## config.mk

```make
export PLATFORM = sky130hd
export DESIGN_NAME = spi_resp_mem_flat
export DESIGN_NICKNAME = d
export VERILOG_FILES = /design/src/rtl/spi_resp_mem_pkg.sv /design/src/rtl/spi_resp_mem_if.sv /design/src/rtl/spi_in_sync.sv /design/src/rtl/spi_resp_mem.sv /design/src/flat_wrapper.sv
export SDC_FILE = /design/constraint.sdc
export NUM_CORES = 2
export LEC_CHECK = 0
export ABC_AREA = 1
export CAP_MARGIN = 20
export CORE_ASPECT_RATIO = 0.75
export CORE_MARGIN = 3
export CORE_UTILIZATION = 40
export CTS_CLUSTER_DIAMETER = 60
export CTS_CLUSTER_SIZE = 10
export DETAILED_ROUTE_END_ITERATION = 6
export PLACE_DENSITY = 0.56
export SLEW_MARGIN = 25
export SYNTH_ARGS = -nofsm -noshare
export SYNTH_HDL_FRONTEND = slang
export SYNTH_SLANG_ARGS = --single-unit
```

## constraint.sdc

```tcl
create_clock -name clk -period 2.4 [get_ports clk]
set_input_delay 0.36 -clock clk [delete_from_list [all_inputs] [get_ports clk]]
set_output_delay 0.36 -clock clk [all_outputs]
set_load 0.03 [all_outputs]
```

## src/rtl/spi_resp_mem_pkg.sv

```systemverilog
// Shared types and default sizing for the SPI read-back register file.
package spi_resp_mem_pkg;

    localparam int AW_DEF   = 8;
    localparam int DW_DEF   = 8;
    localparam int SYNC_DEF = 2;

    typedef enum logic [2:0] {
        IDLE,
        ADDR,
        LOOKUP,
        DATA,
        DONE
    } state_e;

endpackage

```

## src/rtl/spi_resp_mem_if.sv

```systemverilog
// Serial link plus local write / read-notification signals of spi_resp_mem.
interface spi_resp_mem_if #(
    parameter int AW = 8,
    parameter int DW = 8
);
    logic          sck;
    logic          en;
    logic          mosi;
    logic          miso;
    logic          wr_en;
    logic [AW-1:0] wr_addr;
    logic [DW-1:0] wr_data;
    logic          rd_valid;
    logic [AW-1:0] rd_addr;
    logic          busy;

    modport master (
        output sck, en, mosi, wr_en, wr_addr, wr_data,
        input  miso, rd_valid, rd_addr, busy
    );

    modport slave (
        input  sck, en, mosi, wr_en, wr_addr, wr_data,
        output miso, rd_valid, rd_addr, busy
    );

endinterface

```

## src/rtl/spi_in_sync.sv

```systemverilog
// Equal-depth synchroniser for {sck, en, mosi} with sck edge and en rise pulses.
module spi_in_sync
    import spi_resp_mem_pkg::*;
#(
    parameter int SYNC = SYNC_DEF
) (
    input  logic       clk,
    input  logic       rst,
    input  logic [2:0] raw_i,        // {sck, en, mosi}
    output logic       en_o,
    output logic       mosi_o,
    output logic       sck_rise_o,
    output logic       sck_fall_o,
    output logic       en_rise_o
);

    logic [SYNC-1:0][2:0] stage_q;
    logic                 sck_prev_q;
    logic                 en_prev_q;

    // NOTE: every sequential block uses <= so all stages sample the old value
    // of their predecessor on the same edge; blocking here would collapse the chain.
    always_ff @(posedge clk) begin
        if (rst) begin
            stage_q    <= '0;
            sck_prev_q <= 1'b0;
            en_prev_q  <= 1'b0;
        end else begin
            stage_q    <= {stage_q[SYNC-2:0], raw_i};
            sck_prev_q <= stage_q[SYNC-1][2];
            en_prev_q  <= stage_q[SYNC-1][1];
        end
    end

    assign en_o       = stage_q[SYNC-1][1];
    assign mosi_o     = stage_q[SYNC-1][0];
    assign sck_rise_o =  stage_q[SYNC-1][2] & ~sck_prev_q;
    assign sck_fall_o = ~stage_q[SYNC-1][2] &  sck_prev_q;
    assign en_rise_o  =  stage_q[SYNC-1][1] & ~en_prev_q;

endmodule

```

## src/rtl/spi_resp_mem.sv

```systemverilog
// SPI mode-0 responder: receives an address on mosi and returns mem[addr] on miso.
module spi_resp_mem
    import spi_resp_mem_pkg::*;
#(
    parameter int AW   = AW_DEF,
    parameter int DW   = DW_DEF,
    parameter int SYNC = SYNC_DEF
) (
    input logic            clk,
    input logic            rst,
    spi_resp_mem_if.slave  bus
);

    localparam int             CW        = $clog2(((AW > DW) ? AW : DW) + 1);
    localparam logic [CW-1:0]  ADDR_LAST = CW'(AW - 1);
    localparam logic [CW-1:0]  DATA_LAST = CW'(DW - 1);

    logic en_s, mosi_s, sck_rise, sck_fall, en_rise;

    spi_in_sync #(.SYNC(SYNC)) u_sync (
        .clk        (clk),
        .rst        (rst),
        .raw_i      ({bus.sck, bus.en, bus.mosi}),
        .en_o       (en_s),
        .mosi_o     (mosi_s),
        .sck_rise_o (sck_rise),
        .sck_fall_o (sck_fall),
        .en_rise_o  (en_rise)
    );

    logic [DW-1:0] mem_q [2**AW];

    // NOTE: the register file has no reset; contents are only defined once written,
    // which keeps it mappable onto plain RAM/latch-free flop arrays.
    always_ff @(posedge clk) begin
        if (bus.wr_en) mem_q[bus.wr_addr] <= bus.wr_data;
    end

    state_e        state_q;
    logic [CW-1:0] cnt_q;
    logic [AW-1:0] addr_q;
    logic [AW-1:0] rd_addr_q;
    logic [DW-1:0] shift_q;
    logic          miso_q;
    logic          rd_valid_q;
    logic [DW-1:0] lookup_data;

    // A write landing in the lookup cycle wins over the stored value.
    assign lookup_data = (bus.wr_en && (bus.wr_addr == addr_q)) ? bus.wr_data : mem_q[addr_q];

    always_ff @(posedge clk) begin
        if (rst) begin
            state_q    <= IDLE;
            cnt_q      <= '0;
            addr_q     <= '0;
            rd_addr_q  <= '0;
            shift_q    <= '0;
            miso_q     <= 1'b0;
            rd_valid_q <= 1'b0;
        end else begin
            rd_valid_q <= 1'b0;
            case (state_q)
                IDLE: begin
                    miso_q <= 1'b0;
                    if (en_rise) begin
                        cnt_q   <= '0;
                        state_q <= ADDR;
                    end
                end
                ADDR: begin
                    if (!en_s) begin
                        miso_q  <= 1'b0;
                        state_q <= IDLE;
                    end else if (sck_rise) begin
                        addr_q <= {addr_q[AW-2:0], mosi_s};
                        cnt_q  <= cnt_q + CW'(1);
                        if (cnt_q == ADDR_LAST) state_q <= LOOKUP;
                    end
                end
                LOOKUP: begin
                    if (!en_s) begin
                        miso_q  <= 1'b0;
                        state_q <= IDLE;
                    end else begin
                        shift_q    <= lookup_data;
                        rd_addr_q  <= addr_q;
                        rd_valid_q <= 1'b1;
                        cnt_q      <= '0;
                        state_q    <= DATA;
                    end
                end
                DATA: begin
                    if (!en_s) begin
                        miso_q  <= 1'b0;
                        state_q <= IDLE;
                    end else if (sck_fall) begin
                        miso_q  <= shift_q[DW-1];
                        shift_q <= shift_q << 1;
                        cnt_q   <= cnt_q + CW'(1);
                        if (cnt_q == DATA_LAST) state_q <= DONE;
                    end
                end
                DONE: begin
                    // The last data bit is still being sampled on the next rise,
                    // so miso is parked at 0 only from the trailing fall onward.
                    if (sck_fall) miso_q <= 1'b0;
                    if (!en_s) begin
                        miso_q  <= 1'b0;
                        state_q <= IDLE;
                    end
                end
                default: state_q <= IDLE;
            endcase
        end
    end

    assign bus.miso     = miso_q;
    assign bus.rd_valid = rd_valid_q;
    assign bus.rd_addr  = rd_addr_q;
    assign bus.busy     = (state_q != IDLE);

endmodule

```

## src/flat_wrapper.sv

```systemverilog
// flat-port wrapper written by rule: the top's interface ports become plain ports
module spi_resp_mem_flat import spi_resp_mem_pkg::*;
#(
    parameter int AW   = AW_DEF,
    parameter int DW   = DW_DEF,
    parameter int SYNC = SYNC_DEF
)
  (clk, rst, bus_sck, bus_en, bus_mosi, bus_wr_en, bus_wr_addr, bus_wr_data, bus_miso, bus_rd_valid, bus_rd_addr, bus_busy);
  spi_resp_mem_if #(.AW(AW), .DW(DW)) bus_i ();
  input logic clk;
  input logic rst;
  input wire logic [$bits(bus_i.sck)-1:0] bus_sck;
  input wire logic [$bits(bus_i.en)-1:0] bus_en;
  input wire logic [$bits(bus_i.mosi)-1:0] bus_mosi;
  input wire logic [$bits(bus_i.wr_en)-1:0] bus_wr_en;
  input wire logic [$bits(bus_i.wr_addr)-1:0] bus_wr_addr;
  input wire logic [$bits(bus_i.wr_data)-1:0] bus_wr_data;
  output wire logic [$bits(bus_i.miso)-1:0] bus_miso;
  output wire logic [$bits(bus_i.rd_valid)-1:0] bus_rd_valid;
  output wire logic [$bits(bus_i.rd_addr)-1:0] bus_rd_addr;
  output wire logic [$bits(bus_i.busy)-1:0] bus_busy;
  assign bus_i.sck = bus_sck;
  assign bus_i.en = bus_en;
  assign bus_i.mosi = bus_mosi;
  assign bus_i.wr_en = bus_wr_en;
  assign bus_i.wr_addr = bus_wr_addr;
  assign bus_i.wr_data = bus_wr_data;
  assign bus_miso = bus_i.miso;
  assign bus_rd_valid = bus_i.rd_valid;
  assign bus_rd_addr = bus_i.rd_addr;
  assign bus_busy = bus_i.busy;
  spi_resp_mem #(.AW(AW), .DW(DW), .SYNC(SYNC)) u_core (.clk(clk), .rst(rst), .bus(bus_i));
endmodule
```

==> run metrics <==
Die Wd=539 um; number of enable flip-flop cells after synthesis=2048; Maximum Capacitance Violations=0; detail-routed net length per standard cell=25.2 um; distinct cell type count of the synthesized netlist=32; highest net fanout along the worst path=17; via count=59800; fraction of the yosys area taken by sequential cells=0.734; input/output buffers=32; post-synthesis instance area=85200 sq um; CTS tree=done; Synth async-reset ratio=0; clock-pin slew on the worst setup and hold paths=0.06 ns; Clk network pwr share=0.428; deepest clock path buffer count=4; endpoint required time on the critical path=3.17 ns; critical path data arrival time=3.24 ns; number of buffers created by CTS=237; setup repair after global routing missed its margin=yes; pin count of the biggest net entering global routing=77; post-synthesis sequential element count=2097; portion of the clock cycle consumed by the worst path in the final layout=1.03; sum of overflow across all layers after global routing=0; internal power=58.3 mW; NumNets Final=7856; number of antenna violations at the first check in global routing=13; synthesized area per cell=11.8 sq um; first-pass detailed-route iteration total=7; initial standard-cell utilization of the core=0.403; switching power=14.9 mW; Max Slew Vio Count=0; ys flop type=sky130_fd_sc_hd__edfxtp_1; static leakage power=37.0 nW; worst-case clock skew=0.0625 ns; number of global-route vias before repair=56100; Worst-Skew Late Latency=0.88 ns; cell count after synthesis=7246; GP Congestion=0.882; first-iteration detailed-routing DRC count=7883; via count normalized by instance count=5.59; achievable clock frequency=0.405 GHz; commonest cells after routing, fill and taps aside=sky130_fd_sc_hd__nand2_1, sky130_fd_sc_hd__edfxtp_1, sky130_fd_sc_hd__nand3_1; CTS root buffer=sky130_fd_sc_hd__clkbuf_16; # H-tree levels=4; total design power=73.2 mW; smallest setup slack after layout=-0.0687 ns; DR DRC count=1; crit path time final=2.47 ns; switching fraction of total power=0.204; VDD IR-drop max=626 uV; Critical Path Source Type=flop; placeable core region=211000 sq um; classification of the worst-slack hold path=in2reg; pwr/cell area=706 nW/um^2; Net Count, Synth=7269; Detailed Place HPWL=164000 um; post-layout utilization of the core=0.491; first-pass GRT wire length=386000 um; overall global routing resource usage=0.238; status=finished, violations left; Layout Area Growth over Synthesis=21.7%; most common cell after layout, fill and taps aside=sky130_fd_sc_hd__nand2_1; combinational share of power=0.022; Final Hold Violating Endpoints=0; sink count of the clock tree=2097; residual antenna-violating net count after detailed routing=0; fill count=18300; FP Rows=146; Total Routed Length=270000 um; Die H=406 um; kind of capture point of the worst setup path=flop; failing checks=design-rule violations, negative setup slack; Final Setup Violations=6; share of layout cells above drive strength 1=0.167; slew at the pin closest to its max-slew limit=1.15 ns; I/O pins=33; Seq pwr share=0.550; critical setup path kind=reg2reg; worst slew margin relative to its limit=0.236; die outline area=219000 sq um; number of warnings printed during yosys synthesis=0
==> sequential cells by signal, indices dropped and copies added (netlist names), named ones only <==
| register | cells |
|---|---|
| u_core.mem_q | 2048 |
| u_core.addr_q | 8 |
| u_core.bus.rd_addr | 8 |
| u_core.shift_q | 8 |
| u_core.cnt_q | 4 |
| u_core.u_sync.stage_q | 4 |
| u_core.state_q | 3 |
| u_core.bus.miso | 1 |
| u_core.bus.rd_valid | 1 |
| u_core.u_sync.en_o | 1 |
| u_core.u_sync.en_prev_q | 1 |
| u_core.u_sync.mosi_o | 1 |
| u_core.u_sync.sck_prev_q | 1 |
==> repair_timing <==
action,CTS,global route
hold buffers,8,0
gates cloned,12,25
setup endpoints to repair,18,8
endpoints found under the hold margin,240,0
gates resized for setup,140,258
pin swaps,3,49
buffers inserted,16,10
==> stage by stage <==
stage                     worst slack, ns  TNS (ns)  cells  hold slack (ns)  instance area, sq um
after floorplan                     0.556         0   7246            0.388                 85200
after global placement             -0.300    -33.42  10300            0.392                 94200
after detailed placement           -0.287    -28.57  10300            0.400                 94200
after CTS                         -0.0681    -0.177  10700            0.173                102000
after global routing               -0.145    -0.956  10700            0.238                104000
final                             -0.0687    -0.213  10700            0.234                104000
==> power groups by stage <==
stage               clock network [mW]  registers (mW)  logic (mW)
global placement                     0            41.0        1.53
detailed placement                   0            41.0        1.54
finish                            31.4            40.3        1.59
floorplan                            0            41.1       0.272
global route                      33.4            40.3        1.68
CTS                               31.9            40.3        1.57
==> cell usage after synthesis, drive strengths merged (2+ instances only) <==
cell	instances	area [sq um]
a21oi	21	105
or2	2	12.5
o21ai	37	185
nor2	342	1290
nand2	2136	8020
edfxtp	2048	61500
dfxtp	49	981
clkbuf	121	454
xnor2	3	26.3
inv	72	270
o2111ai	2	17.5
nor3	3	20.0
o22ai	3	18.8
buf	367	2040
nand3	2031	10200
==> worst paths after layout <==
path | start | endpoint | slack (ns) | cells past startpoint
max | flop | u_core.shift_q[4] | -0.07 | 17
min | bus_sck | u_core.u_sync.stage_q[2] | 0.23 | 3
max reg2reg | flop | u_core.shift_q[4] | -0.07 | 17
min reg2reg | u_core.u_sync.stage_q[1] | u_core.u_sync.en_o | 0.41 | 2
==> final cells by class <==
| cell class | count | area [sq um] | share of cell area |
|---|---|---|---|
| Sequential cell | 2097 | 62500 | 0.603 |
| Clock inverter | 10 | 139 | 0.00134 |
| Antenna cell | 10 | 25.0 | 0.000241 |
| Inverter | 73 | 318 | 0.00307 |
| Tap cell | 2812 | 3520 | 0.0339 |
| Timing Repair inverter | 2 | 27.5 | 0.000266 |
| Multi-Input combinational cell | 4588 | 21400 | 0.206 |
| Timing Repair Buffer | 834 | 9650 | 0.0930 |
| Clock buffer | 284 | 6110 | 0.0589 |
==> worst max-delay path, cell delays in order, from the launching register on <==
cell and delay, ns:
sky130_fd_sc_hd__dfxtp_4 0.38, sky130_fd_sc_hd__buf_12 0.16, sky130_fd_sc_hd__clkinv_16 0.12, sky130_fd_sc_hd__buf_16 0.19, sky130_fd_sc_hd__buf_12 0.16, sky130_fd_sc_hd__buf_12 0.15, sky130_fd_sc_hd__nand2_1 0.06, sky130_fd_sc_hd__nand3_1 0.08
sky130_fd_sc_hd__nand3_2 0.10, sky130_fd_sc_hd__nand3_1 0.12, sky130_fd_sc_hd__nand3_1 0.15, sky130_fd_sc_hd__nand3_2 0.18, sky130_fd_sc_hd__nand3_2 0.14, sky130_fd_sc_hd__nand2_2 0.06, sky130_fd_sc_hd__nand2_1 0.10, sky130_fd_sc_hd__nand3_1 0.08
sky130_fd_sc_hd__nand2_1 0.06, sky130_fd_sc_hd__a21oi_1 0.06
==> routing by layer <==
layer  wire [um]  vias to the layer above  GRT usage  share of wire
li1            -                    26800          -              -
met1      119000                    29500      0.356           0.44
met2      113000                     3176      0.334           0.42
met3       32100                      410     0.0735           0.12
met4        6530                        0     0.0610          0.024
met5           0                        -          0              0
==> logic make-up (layout without fill, tap and decap cells) <==
| logic type | Yosys count | count (layout) | share of synthesized area |
|---|---|---|---|
| fa+ha+maj | 1 | 1 | 0.000147 |
| other cells | 0 | 10 | 0 |
| simple gates | 4517 | 4517 | 0.229 |
| xor+xnor | 3 | 3 | 0.000309 |
| buf+inv | 561 | 1203 | 0.0325 |
| flops | 2097 | 2097 | 0.734 |
| compound gates | 67 | 67 | 0.00417 |
Note: power is estimated with default switching activity, not from simulation.
==> patch (same settings) <==
The 5 states of `state_e` get a one-hot encoding in 5 bits.
--- a/src/rtl/spi_resp_mem_pkg.sv
+++ b/src/rtl/spi_resp_mem_pkg.sv
@@ -6,10 +6,10 @@
     localparam int SYNC_DEF = 2;
 
-    typedef enum logic [2:0] {
-        IDLE,
-        ADDR,
-        LOOKUP,
-        DATA,
-        DONE
+    typedef enum logic [4:0] {
+        IDLE   = 5'b00001,
+        ADDR   = 5'b00010,
+        LOOKUP = 5'b00100,
+        DATA   = 5'b01000,
+        DONE   = 5'b10000
     } state_e;
 
Formal check against the unedited RTL: no difference found for any inputs over 4 cycles, from zero or initial values and one cycle with rst high; so few cycles prove little.
==> patch against the original RTL <==
Setup slack better by 0.0054 ns; power grew 1.4%; design area increased by 1.6%; sequential cell count up 2; non-clock buffer count grew 30; sequential share of layout area decreased by 0.91 points; largest power group unchanged; the flow still finishes with violations (DRC, setup timing); wire length fell by 0.79%; synthesized area rose by 0.17%.
==> patch: results (changes against the original RTL) <==
| Metric | Value |
|---|---|
| Failing checks | DRC, setup timing (unchanged) |
| First-pass GRT wire length | 386.1 mm (was 385.6 mm) |
| Fin worst setup slack | -0.06331 ns (was -0.06867 ns) |
| Met2 Use GR | 34.20% (was 33.43%) |
| Min Hold Slack | 0.04733 ns (was 0.2340 ns) |
| Hold Path End | u_core.mem_q[177][2]$_DFFE_PP_ (was u_core.u_sync.stage_q[2]$_SDFF_PP0_) |
| Total nets after synthesis | 7286 (was 7269) |
| Peak supply drop | 637.5 uV (was 626.0 uV) |
| # setup viols final | 8 (was 6) |
| Clock network power | 31.9 mW (was 31.4 mW) |
| Status | finished, violations left (unchanged) |
| Post-placement setup slack | -0.2963 ns (was -0.2871 ns) |
| # resized after CTS | 191 (was 140) |
| Worst Skew | 0.05526 ns (was 0.06247 ns) |
| Met1 Track Usage GR | 36.64% (was 35.56%) |
| Min-Delay Path Depth | 1 (was 3) |
| Internal power | 58.91 mW (was 58.28 mW) |
| Syn_area_per_cell | 11.75 sq um (about the same) |
| CP max FO | 8 (was 17) |
| Fin cells | 10780 (was 10710) |
| # clock sinks | 2099 (was 2097) |
| Routed length per placed instance | 24.84 um (was 25.20 um) |
| Global Route Usage Sum | 23.75% (was 23.77%) |
| Met3 routed WL | 28.67 mm (was 32.11 mm) |
| DRC | 5 (was 1) |
| Power share of the sequential group | 54.4% (was 55.0%) |
| Drt via density | 5.578 (was 5.586) |
==> patch: cell types whose count changed after synthesis, sizes merged, moves of 3 or more <==
cell / change
nand3: +3
buf: +6
nor2: +5
nand2: +7
nor4: +3
a21oi: +4
clkbuf: -3
o21ai: -7
==> patch: worst max path at each step <==
| stage | start | endpoint | slack (ns) | depth (start not counted) |
|---|---|---|---|---|
| 6_report | flip-flop | u_core.shift_q[5]$_SDFFE_PP0P_ | -0.06 | 17 |
| 5_1_grt | flip-flop | u_core.shift_q[5]$_SDFFE_PP0P_ | -0.18 | 18 |
| 2_1_floorplan | bus_wr_en | u_core.mem_q[150][0]$_DFFE_PP_ | 0.56 | 4 |
| 3_5_place_dp | flip-flop | u_core.shift_q[1]$_SDFFE_PP0P_ | -0.30 | 15 |
| 4_1_cts | flip-flop | u_core.shift_q[2]$_SDFFE_PP0P_ | -0.07 | 17 |
| 3_3_place_gp | flip-flop | u_core.shift_q[1]$_SDFFE_PP0P_ | -0.33 | 15 |
==> patch: logic make-up (layout without fill, tap and decap cells) <==
kind of cell    Yosys count  count (layout)  share of synthesized area [%]
other cells               0               1                              0
xor+xnor                  3               3                        0.03081
fa+ha+maj                 1               1                        0.01466
compound gates           63              63                         0.3931
simple gates           4535            4535                          22.98
buf+inv                 562            1267                          3.293
flops                  2099            2099                          73.29
==> patch: final cells by class <==
class	count	area share [%]
Antenna cell	1	0.002376
Clock buffer	319	5.983
Clock inverter	11	0.1259
Inverter	71	0.2946
Multi-Input combinational cell	4602	21.06
Sequential cell	2099	59.37
Tap cell	2812	3.340
Timing Repair Buffer	864	9.796
Timing Repair inverter	2	0.02613
